--- src/rtl/mmio_uart_tx.sv ---
// Memory-mapped UART transmitter: CPU writes to BASE_ADDR are queued in a
// small FIFO and sent 8N1 LSB-first on tx; status is read at BASE_ADDR+1.
// Build option: define MMIO_UART_TX_PARITY_EN for 8E1 frames (even parity bit).
// Ports:
//   clk    - CPU clock, all state on rising edge
//   rst    - asynchronous active-high reset
//   addr   - CPU address bus
//   di     - CPU write data
//   we     - CPU write strobe
//   dout   - registered status read data {4'b0, ovf, empty, full, busy}
//            (the CPU-side "do" bus; renamed since "do" is a keyword)
//   rd_sel - high when dout carries status (selects it over RAM data)
//   tx     - serial output, idle high
module mmio_uart_tx #(
    parameter logic [15:0] BASE_ADDR    = 16'hFF00,
    parameter int          CLKS_PER_BIT = 16,
    parameter int          FIFO_DEPTH   = 4
) (
    input  logic        clk,
    input  logic        rst,
    input  logic [15:0] addr,
    input  logic [7:0]  di,
    input  logic        we,
    output logic [7:0]  dout,
    output logic        rd_sel,
    output logic        tx
);

    localparam int PW    = $clog2(FIFO_DEPTH);
    localparam int CNT_W = $clog2(CLKS_PER_BIT);

    localparam logic [15:0]      STAT_ADDR = BASE_ADDR + 16'd1;
    localparam logic [PW:0]      FULL_CNT  = (PW+1)'(FIFO_DEPTH);
    localparam logic [CNT_W-1:0] CNT_LAST  = CNT_W'(CLKS_PER_BIT - 1);

    typedef enum logic [2:0] {
        IDLE,
        START,
        DATA,
`ifdef MMIO_UART_TX_PARITY_EN
        PARITY,
`endif
        STOP
    } state_t;

    state_t state_q;
    state_t state_d;

    logic [7:0]       mem [FIFO_DEPTH];
    logic [PW-1:0]    wr_ptr;
    logic [PW-1:0]    rd_ptr;
    logic [PW:0]      count;
    logic             ovf;

    logic [7:0]       shift_q;
    logic [2:0]       bit_idx;
    logic [CNT_W-1:0] clk_cnt;
`ifdef MMIO_UART_TX_PARITY_EN
    logic             par_q;
`endif

    logic       push_req;
    logic       push_ok;
    logic       ovf_set;
    logic       stat_rd;
    logic       pop;
    logic       empty;
    logic       full;
    logic       busy;
    logic       bit_end;
    logic [7:0] status;

    assign empty    = (count == '0);
    assign full     = (count == FULL_CNT);
    assign busy     = (state_q != IDLE);
    assign push_req = we && (addr == BASE_ADDR);
    assign stat_rd  = !we && (addr == STAT_ADDR);
    assign pop      = (state_q == IDLE) && !empty;
    // A full FIFO still takes the byte when the FSM drains one that edge.
    assign push_ok  = push_req && (!full || pop);
    assign ovf_set  = push_req && !push_ok;
    assign bit_end  = (clk_cnt == CNT_LAST);
    assign status   = {4'b0, ovf, empty, full, busy};

    always_ff @(posedge clk) begin
        if (push_ok) begin
            mem[wr_ptr] <= di;
        end
    end

    always_ff @(posedge clk or posedge rst) begin
        if (rst) begin
            wr_ptr <= '0;
            rd_ptr <= '0;
            count  <= '0;
            ovf    <= 1'b0;
            dout   <= '0;
            rd_sel <= 1'b0;
        end else begin
            if (push_ok) begin
                wr_ptr <= wr_ptr + 1'b1;
            end
            if (pop) begin
                rd_ptr <= rd_ptr + 1'b1;
            end
            if (push_ok && !pop) begin
                count <= count + 1'b1;
            end else if (!push_ok && pop) begin
                count <= count - 1'b1;
            end
            // Set wins over read-clear; they cannot coincide anyway.
            if (ovf_set) begin
                ovf <= 1'b1;
            end else if (stat_rd) begin
                ovf <= 1'b0;
            end
            rd_sel <= stat_rd;
            dout   <= stat_rd ? status : 8'h00;
        end
    end

    always_ff @(posedge clk or posedge rst) begin
        if (rst) begin
            state_q <= IDLE;
            shift_q <= '0;
            bit_idx <= '0;
            clk_cnt <= '0;
`ifdef MMIO_UART_TX_PARITY_EN
            par_q   <= 1'b0;
`endif
        end else begin
            state_q <= state_d;
            if (state_d != state_q || bit_end) begin
                clk_cnt <= '0;
            end else if (state_q != IDLE) begin
                clk_cnt <= clk_cnt + 1'b1;
            end
            if (pop) begin
                shift_q <= mem[rd_ptr];
                bit_idx <= '0;
`ifdef MMIO_UART_TX_PARITY_EN
                par_q   <= ^mem[rd_ptr];
`endif
            end else if (state_q == DATA && bit_end) begin
                shift_q <= shift_q >> 1;
                bit_idx <= bit_idx + 1'b1;
            end
        end
    end

    // tx is decoded from registered state so reset forces it high at once.
    always_comb begin
        state_d = state_q;
        tx      = 1'b1;
        unique case (state_q)
            IDLE: begin
                if (pop) begin
                    state_d = START;
                end
            end
            START: begin
                tx = 1'b0;
                if (bit_end) begin
                    state_d = DATA;
                end
            end
            DATA: begin
                tx = shift_q[0];
                if (bit_end && bit_idx == 3'd7) begin
`ifdef MMIO_UART_TX_PARITY_EN
                    state_d = PARITY;
`else
                    state_d = STOP;
`endif
                end
            end
`ifdef MMIO_UART_TX_PARITY_EN
            PARITY: begin
                tx = par_q;
                if (bit_end) begin
                    state_d = STOP;
                end
            end
`endif
            STOP: begin
                tx = 1'b1;
                if (bit_end) begin
                    state_d = IDLE;
                end
            end
            default: begin
                state_d = IDLE;
            end
        endcase
    end

endmodule

--- config.mk ---
export PLATFORM = sky130hd
export DESIGN_NAME = mmio_uart_tx
export DESIGN_NICKNAME = d
export VERILOG_FILES = /design/src/rtl/mmio_uart_tx.sv
export SDC_FILE = /design/constraint.sdc
export NUM_CORES = 1
export LEC_CHECK = 0
export ABC_AREA = 1
export ABC_CLOCK_PERIOD_IN_PS = 4700
export CAP_MARGIN = 20
export CORE_MARGIN = 4
export CORE_UTILIZATION = 59
export CTS_CLUSTER_DIAMETER = 80
export CTS_CLUSTER_SIZE = 40
export DETAILED_ROUTE_END_ITERATION = 8
export DONT_BUFFER_PORTS = 1
export PLACE_DENSITY_LB_ADDON = 0.05
export SYNTH_ARGS = -nofsm -noshare
export SYNTH_HDL_FRONTEND = slang
export SYNTH_SLANG_ARGS = --single-unit
--- constraint.sdc ---
create_clock -name clk -period 4.7 [get_ports clk]
set_input_delay 0.94 -clock clk [delete_from_list [all_inputs] [get_ports clk]]
set_output_delay 0.94 -clock clk [all_outputs]
set_load 0.02 [all_outputs]
==> flow_results.org, run 1 <==
** Cells and area
- Once layout is complete, the utilization of the core stands at 65.8%.
- Share of post-route cells with drive strength above 1 :: 14.1%
- Relative to the synthesized area, the layout overhead comes to 8.09%.
- The repair_antennas step left the layout with diodes totalling 0.
- Nets@finish :: 321

** Place
- Port Buffer Count :: 0
- Pre-CTS setup slack :: 2.03 ns
- Final weighted congestion in routability-driven placement :: 0.724
- Once detailed placement completed, the half-perimeter wirelength came to 3060 um.

** Yosys
- Netlist area before placement :: 2880 sq um
- Summed over all instances, the cell type with the most area after synthesis is sky130_fd_sc_hd__edfxtp_1.
- Synthesis handed over a netlist of 277 instances.
- Flip-flop and latch count after synthesis :: 63
- Main area contributors after synthesis :: sky130_fd_sc_hd__edfxtp_1 33%, sky130_fd_sc_hd__dfrtp_1 27%, sky130_fd_sc_hd__nand2_1 6.5%
- After synthesis, the largest area contributor takes up 33.4% of total cell area.
- The synthesized netlist contains 31 unique library cells.
- The synthesized design contains 32 enable-type register cells.
- Most used standard cell by instance count after synthesis :: sky130_fd_sc_hd__nand2_1
- Seq/Total Area, Yosys :: 60.4%
- Synthesized area per cell :: 10.4 sq um
- In the synthesized netlist the dominant register cell turns out to be sky130_fd_sc_hd__edfxtp_1.
- Most instantiated cells after synthesis :: 50 x sky130_fd_sc_hd__nand2_1, 38 x sky130_fd_sc_hd__nor2_1, 32 x sky130_fd_sc_hd__edfxtp_1
- Count of yosys warnings during synthesis :: 0
- Counting flops with an async set or reset pin after synthesis yields a share of 49.2%.

** Floorplanning
- For this configuration, the core starts out at a cell density of 60.9%.
- For this design the top-level I/O count stands at 37.
- Die outline area :: 6060 sq um
- The die is 77.8 um tall.
- The core region is 4720 sq um.
- Total number of placement rows :: 25
- In this run the horizontal extent of the chip is 77.8 um.

** Detailed routing
- Post-detailed-route count of antenna-violating nets :: 0
- Summed over all layers, the routed wires come to 4450 um.
- For this block, the via count after detailed routing is 1746.
- After detailed routing, the number of remaining DRC violations is 0.
- Number of design-rule violations left by the first detailed-router iteration :: 54
- Drt via density :: 4.89
- Average wire per standard cell :: 12.5 um
- DRT Pass-1 Iters :: 4

** Clocking
- The clock passes through at most 2 buffers.
- Clock buffers created by TritonCTS :: 9
- After clock tree synthesis, the flow added hold-fix buffers numbering 0.
- TritonCTS built the clock tree.
- The later pin in the worst-skew pair is clocked with a latency of 0.32 ns.
- Once the clock tree was built, the setup fixing pass inserted 0 buffers.
- Number of sinks on the clock net :: 63
- Clock slew at reported path FFs :: 0.07 ns
- Clk Tree Root Cell :: sky130_fd_sc_hd__clkbuf_8
- After clock tree synthesis, the repair step resized 0 gates.
- The clock tree synthesis step divided the H-tree into 3 levels.

** GRT
- Entering global routing, the biggest net connects 32 pins.
- First-pass GRT wire length :: 7830 um
- The total overflow left after global routing is 0.
- Initial antenna violation count :: 0
- For this run, the total global-route usage over all layers was measured as 16.9%.
- Number of global-route vias before repair :: 1728

** Worst setup path
- Along the worst path, the maximum fanout reaches 7.
- Crit start category :: primary input
- Data arrives at the worst endpoint at 2.52 ns.
- Worst Setup End Kind :: flop
- At the worst endpoint, the required time is 4.89 ns.
- Worst Path Class, Setup :: primary input to flop

** Run
- Max-cap violations in this run came to 0.

** STA
- Unrepaired setup endpoints after global routing :: false
- After layout, the worst setup slack is 2.37 ns.
- The clock period could shrink to 2.33 ns.
- Transition time of the tightest slew-check pin :: 0.809 ns
- The max-slew violation total from the final report is 0.
- Setup-failing EPs final :: 0
- The tightest hold path in the finished design has a slack of 0.471 ns.
- Final hold violation count :: 0
- In the final timing run, aggregate negative setup slack is 0 ns.
- Max-slew headroom at the worst pin :: 45.9%
- Period Utilization, post-route :: 49.5%
- Max Clock Skew :: 0.00621 ns
- Based on the critical path, the design can be clocked at up to 0.430 GHz.

** Pwr
- Power Density :: 481 nW/um^2
- Static Leakage :: 1.35 nW
- Largest vdd supply drop :: 0.000287 V

** Run status
- Result of the run :: finished clean

** Hold path
- The min-delay analysis places its worst path in the category flop to flop.
cell families after synthesis:
| family | share of synthesized area [%] |
|---|---|
| other | 0.130 |
| buffers and inverters | 6.52 |
| adder cells (fa/ha/maj) | 4.18 |
| AO/OA/AOI/OAI | 5.70 |
| AND/OR/NAND/NOR | 21.3 |
| XOR/XNOR | 1.83 |
| flip-flops | 60.4 |
state kept, by name, summed over array words and instances, names as in the netlist:
| register | count |
|---|---|
| dout | 4 |
| ovf | 1 |
| shift_q | 8 |
| bit_idx | 3 |
| rd_sel | 1 |
| state_q | 3 |
| wr_ptr | 2 |
| mem | 32 |
| rd_ptr | 2 |
| clk_cnt | 4 |
| count | 3 |
path summary, 6_finish.rpt:
path	slack (ns)	cells after the start	end	startpoint
worst max-delay path	2.37	11	count[2]	addr[2]
worst min-delay path	0.47	1	bit_idx[0]	bit_idx[0]
worst max register to register	2.49	11	count[2]	state_q[1]
worst min register to register	0.47	1	bit_idx[0]	bit_idx[0]
max in group asynchronous	3.84	2	rd_ptr[1]	rst
min in group asynchronous	0.58	2	dout[0]	rst
worst max-delay path, stage by stage:
cell                      delay (ns)
sky130_fd_sc_hd__nor2_1         0.12
sky130_fd_sc_hd__nand2_1        0.07
sky130_fd_sc_hd__nor2_1         0.12
sky130_fd_sc_hd__nand4_2        0.19
sky130_fd_sc_hd__inv_1          0.10
sky130_fd_sc_hd__ha_1           0.14
sky130_fd_sc_hd__inv_1          0.06
sky130_fd_sc_hd__fa_1           0.37
sky130_fd_sc_hd__a21oi_1        0.14
sky130_fd_sc_hd__o21ai_0        0.11
sky130_fd_sc_hd__xor2_1         0.16
where the power goes:
part	switching [mW]	leakage, nW	total, mW	internal, mW
Sequential	0.0696	0.686	0.716	0.647
Clock	0.192	0.0880	0.434	0.243
Combinational	0.219	0.573	0.345	0.125
per-layer routing:
metal | global-route usage (%) | wire length, um | up-vias
li1 | - | - | 914
met1 | 22.4 | 2090 | 785
met2 | 25.6 | 2100 | 42
met3 | 5.45 | 223 | 5
met4 | 6.94 | 36 | 0
met5 | 0 | 0 | -
stage by stage:
| step | power [mW] | area [sq um] | cells |
|---|---|---|---|
| finish | 1.50 | 3110 | 357 |
| global route | 1.60 | 3110 | 357 |
| CTS | 1.51 | 3110 | 357 |
| detailed placement | 1.08 | 2930 | 341 |
| global placement | 1.07 | 2930 | 341 |
| floorplan | 1.02 | 2890 | 281 |
layout make-up:
type / count / area [sq um]
clock buffer: 12 / 135
clock inverter: 4 / 46.3
fill: 391 / 1610
inverter: 34 / 133
multi-input combinational: 176 / 967
sequential: 63 / 1740
tap: 67 / 83.8
timing repair buffer: 1 / 7.51
cell usage in the layout, fill, tap and decap left out:
cell type / instances
sky130_fd_sc_hd__edfxtp_1: 32
sky130_fd_sc_hd__nand2_2: 3
sky130_fd_sc_hd__ha_1: 8
sky130_fd_sc_hd__o21ai_1: 2
sky130_fd_sc_hd__nand2_8: 1
sky130_fd_sc_hd__nor3_2: 1
sky130_fd_sc_hd__xnor2_1: 2
sky130_fd_sc_hd__o22ai_1: 3
sky130_fd_sc_hd__clkinv_1: 1
sky130_fd_sc_hd__xor2_1: 4
sky130_fd_sc_hd__o211ai_1: 4
sky130_fd_sc_hd__buf_4: 1
sky130_fd_sc_hd__nor2_1: 38
sky130_fd_sc_hd__nand4_2: 1
sky130_fd_sc_hd__nor2_4: 2
sky130_fd_sc_hd__inv_2: 6
sky130_fd_sc_hd__nand2_4: 4
sky130_fd_sc_hd__nand3_1: 10
sky130_fd_sc_hd__clkinvlp_4: 1
sky130_fd_sc_hd__clkinv_2: 1
sky130_fd_sc_hd__nand4_1: 6
sky130_fd_sc_hd__dfrtp_1: 31
sky130_fd_sc_hd__nor3_1: 1
sky130_fd_sc_hd__inv_4: 2
sky130_fd_sc_hd__o21ai_0: 15
sky130_fd_sc_hd__inv_1: 26
sky130_fd_sc_hd__nor2_2: 7
sky130_fd_sc_hd__and3_1: 1
sky130_fd_sc_hd__bufinv_16: 1
sky130_fd_sc_hd__nand2_1: 50
sky130_fd_sc_hd__clkbuf_1: 3
sky130_fd_sc_hd__conb_1: 5
sky130_fd_sc_hd__nand3_2: 1
sky130_fd_sc_hd__a21oi_1: 6
sky130_fd_sc_hd__fa_1: 1
sky130_fd_sc_hd__clkbuf_8: 9
(Power assumes the default switching activity.)
==> run 2, diff against run 1 <==
--- a/config.mk
+++ b/config.mk
@@ -5,8 +5,8 @@
 export SDC_FILE = /design/constraint.sdc
 export NUM_CORES = 1
 export LEC_CHECK = 0
-export ABC_AREA = 1
-export ABC_CLOCK_PERIOD_IN_PS = 4700
+export ABC_AREA = 0
+export ABC_CLOCK_PERIOD_IN_PS = 2150
 export CAP_MARGIN = 20
 export CORE_MARGIN = 4
 export CORE_UTILIZATION = 59
==> constraint.sdc (replaced) <==
create_clock -name clk -period 2.15 [get_ports clk]
set_input_delay 0.43 -clock clk [delete_from_list [all_inputs] [get_ports clk]]
set_output_delay 0.43 -clock clk [all_outputs]
set_load 0.02 [all_outputs]
==> run 2 against run 1 <==
Against the previous run: the run now ends with setup timing left; non-clock buffer count rose by 18; global-route usage is 2.3 points higher; design area up 1.3%; flip-flop and latch count unchanged; sequential power rose by 110%; setup slack got worse by 2.5 ns; clock power increased to 2.8 times the previous value.
==> flow_results.org, run 2 <==
** Detailed routing
- Residual DRC :: 0 (unchanged)
- The wire length per cell is 16.6 um (+33%).
- Routed via count :: 1547 (-11%)
- The overall routed net length is 4570 um (+2.5%).
- Post-detailed-route count of antenna-violating nets :: 0 (unchanged)
- Number of design-rule violations left by the first detailed-router iteration :: 84 (+56%)
- The count of TritonRoute iterations in the first routing pass is 4 (unchanged).
- Drt via density :: 5.63 (+15%)

** Worst setup path
- The worst setup path is captured at a flop.
- Crit path max-delay family :: simple AND/OR/NAND/NOR gates
- Worst stage delay on the critical path :: 0.53 ns (+0.16 ns)
- CP arrival :: 2.50 ns (-0.02 ns)
- The worst setup path is of the primary input to flop kind.
- The critical path goes through or4_4 -> nor4_4 -> nor3b_4 -> ha_4 -> inv_2 -> fa_2 -> xor2_1 -> nor2_1 -> xor2_1.
- Critical-path top delay cell :: sky130_fd_sc_hd__or4_4
- Required @ worst endpoint :: 2.40 ns (-2.49 ns)
- Crit start category :: primary input
- Highest fanout seen on the critical path :: 2 (-5)
- The total buffers and inverters traversed by the critical path was 1 (-1).
- Most Frequent Cell on Critical Path :: sky130_fd_sc_hd__xor2_1

** Yosys
- Sorting the synthesized cells by area gives the leading types as sky130_fd_sc_hd__edfxtp_1 36%, sky130_fd_sc_hd__dfrtp_1 29%, sky130_fd_sc_hd__mux4_2 6.7%.
- Yosys instantiated no cell more often than sky130_fd_sc_hd__edfxtp_1.
- The largest total area in the synthesized netlist belongs to sky130_fd_sc_hd__edfxtp_1.
- The number of flops mapped to enable cells by yosys was 32 (unchanged).
- Flip-flop and latch count after synthesis :: 63 (unchanged)
- Number of instances in the synthesized netlist :: 194 (-30%)
- Synthesized area per cell :: 13.9 sq um (+34%)
- The share of flip-flops with an asynchronous set or reset after synthesis was 49.2% (unchanged).
- The area fraction of the dominant cell type after synthesis came to 35.6% (+2.2 points).
- Count of yosys warnings during synthesis :: 0 (unchanged)
- The portion of the post-synthesis area used by sequential elements came to 64.4% (+4.0 points).
- The netlist area before placement is 2700 sq um (-6.3%).
- The count of unique library cells instantiated by Yosys was 37 (+19%).
- For this run, the leading register cell type out of synthesis is sky130_fd_sc_hd__edfxtp_1.
- Most instantiated cells after synthesis :: 32 x sky130_fd_sc_hd__edfxtp_1, 31 x sky130_fd_sc_hd__dfrtp_1, 13 x sky130_fd_sc_hd__nand2_1

** Floorplanning
- Die Height :: 75.6 um (-2.9%)
- Floorplan die width :: 75.6 um (-2.9%)
- The boundary pin count was 37 (unchanged).
- Effective utilization at floorplan :: 61.5% (+0.60 points)
- Area inside the core boundary :: 4380 sq um (-7.2%)
- The number of core rows came to 24 (-4.0%).
- The die footprint is 5720 sq um (-5.6%).

** Hold path
- The tightest min-delay check is of the primary input to flop type.

** GRT
- The number of global-route vias before repair was 1672 (-3.2%).
- Pin count of the biggest net entering global routing :: 21 (-34%)
- The global-route wire length before repair came to 7790 um (-0.52%).
- The number of antenna violations at the first check in global routing is 0 (unchanged).
- Total grt overflow :: 0 (unchanged)
- The total routing resource utilization after global routing is 19.1% (+2.3 points).

** Place
- The count of port buffers added during placement was 0 (unchanged).
- Placed cell count :: 255 (-25%)
- The setup slack after placement came to -0.453 ns (-2.48 ns).
- Final weighted congestion in routability-driven placement :: 0.713 (-1.6%)
- DPL Wire Length :: 3320 um (+8.7%)

** Cells and area
- From synthesis to final layout, the design area changed by 16.8%.
- Largest register FFs :: 32 (unchanged)
- Antenna Diode Count :: 0 (unchanged)
- The library cell used most frequently in the layout, excluding fill and tap cells, is sky130_fd_sc_hd__edfxtp_1.
- Cell Count, Final, Fillers Out :: 275 (-23%)
- Most used cells in the layout excluding fill and tap cells :: 32 x sky130_fd_sc_hd__edfxtp_1, 31 x sky130_fd_sc_hd__dfrtp_1, 18 x sky130_fd_sc_hd__buf_4
- Share of post-route cells with drive strength above 1 :: 26.9% (+13 points)
- Fill count :: 275 (-30%)
- The largest registers in the layout are mem: 32 flops, shift_q: 8 flops.
- Top register by number of flip-flops :: mem
- Nets@finish :: 254 (-21%)

** STA
- Worst hold slack after final layout :: 0.192 ns (-0.279 ns)
- Period Utilization, post-route :: 104%
- Setup repair after global routing could not meet its margin everywhere.
- Counting I/O delays and the setup requirement, the final critical path takes 2.24 ns.
- Max Clock Skew :: 0.00674 ns (+0.000532 ns)
- The final setup violation count was 2 (+2).
- The max-slew violation total from the final report came to 0 (unchanged).
- Summed negative setup slack over all endpoints :: -0.155 ns (-0.155 ns)
- Timing would allow up to 0.446 GHz.
- The final critical-path setup slack is -0.0942 ns (-2.47 ns).
- The final count of hold timing violations was 0 (unchanged).

** Run
- Max-cap violation count :: 0 (unchanged)

** Clocking
- The clock edge transition at the registers on the reported setup and hold paths came to 0.07 ns (about the same).
- Later-pin clock latency in the skew report :: 0.33 ns (about the same)
- H-Tree Depth :: 3 (unchanged)
- Clock buffers created by TritonCTS :: 9 (unchanged)
- Maximum count of clock buffers along a single path :: 2 (unchanged)
- Clk Tree Root Cell :: sky130_fd_sc_hd__clkbuf_8
- Number of sinks on the clock net :: 63 (unchanged)
- TritonCTS built the clock tree.

** Pwr
- Power Density :: 1110 nW/um^2 (+130%)
- Static Leakage :: 1.30 nW (-3.3%)
- The peak supply drop is 0.000735 V (+160%).

** Run status
- Result of the run :: finished, violations left
- The checks that failed: setup timing.
-- run 2: cell count changes after synthesis, moves of 5 or more --
cell                       change
sky130_fd_sc_hd__inv_1        -15
sky130_fd_sc_hd__and2_1        +6
sky130_fd_sc_hd__o21ai_0      -10
sky130_fd_sc_hd__nand2_1      -37
sky130_fd_sc_hd__clkbuf_1      +5
sky130_fd_sc_hd__mux4_2        +8
sky130_fd_sc_hd__nor2_1       -26
sky130_fd_sc_hd__nor2_2        -6
-- run 2: what timing repair did --
| action | in CTS | in global routing |
|---|---|---|
| resized for setup | 1 | 1 |
| setup buffers | 1 | 2 |
| pin swaps | 2 | 0 |
| setup endpoints to repair | 2 | 2 |
| hold buffers | 1 | 0 |
| hold endpoints to repair | 11 | 0 |
-- run 2: worst register-to-register path: cells and delay by family, from the launching register on --
family / cells / cell delay (ns)
buf+inv: 1 / 0.05
mux: 1 / 0.28
fa+ha+maj: 2 / 0.57
simple gates: 3 / 0.72
flops: 1 / 0.38
-- run 2: layer usage --
layer,share of wire (%),vias to the layer above,GRT usage [%]
li1,-,729,-
met3,5.3,5,6.73
met5,0,-,0
met1,45,768,25.0
met2,49,45,29.5
met4,0.99,0,7.57
-- run 2: cells by family (layout without fill, tap and decap cells) --
| group | count (synthesis) | after routing | synth area share, % |
|---|---|---|---|
| xor gates and xnor gates | 10 | 10 | 3.25 |
| muxes | 12 | 12 | 8.40 |
| other | 1 | 5 | 0.139 |
| AOI/OAI and AO/OA | 18 | 18 | 3.85 |
| adders and majority gates | 9 | 9 | 4.45 |
| DFF | 63 | 63 | 64.4 |
| buffers and inverters | 23 | 48 | 3.76 |
| and+or+nand+nor | 58 | 58 | 11.7 |
-- run 2: final timing paths --
path | start | endpoint | slack (ns) | depth (start not counted)
setup / recovery | addr[1] | count[2] | -0.09 | 9
hold / removal | di[1] | mem[0][1] | 0.19 | 0
setup reg to reg | count[0] | count[1] | 0.05 | 7
hold reg to reg | ovf | dout[3] | 0.49 | 1
max in group asynchronous | rst | state_q[0] | 0.97 | 3
min in group asynchronous | rst | ovf | 0.55 | 2
-- run 2: power by group --
group,internal [mW],switching (mW)
combinational,0.414,0.362
sequential,1.41,0.108
clock,0.766,0.438
total,2.59,0.909
-- run 2: cell type report --
cell class	instances	area [sq um]	area share (%)
repair buffers	19	145	4.61
clock inverters	6	109	3.46
clock buffers	10	128	4.05
multi-input cells	112	918	29.2
well taps	52	65.1	2.07
inverters	13	48.8	1.55
flip-flops and latches	63	1740	55.1
-- run 2: through the flow --
step	instance area, sq um	power [mW]	utilization [%]
2_1_floorplan	2750	2.07	-
3_3_place_gp	2880	2.27	65.6
3_5_place_dp	2880	2.31	65.6
4_1_cts	3130	3.53	71.5
5_1_grt	3150	3.71	71.9
6_report	3150	3.50	71.9
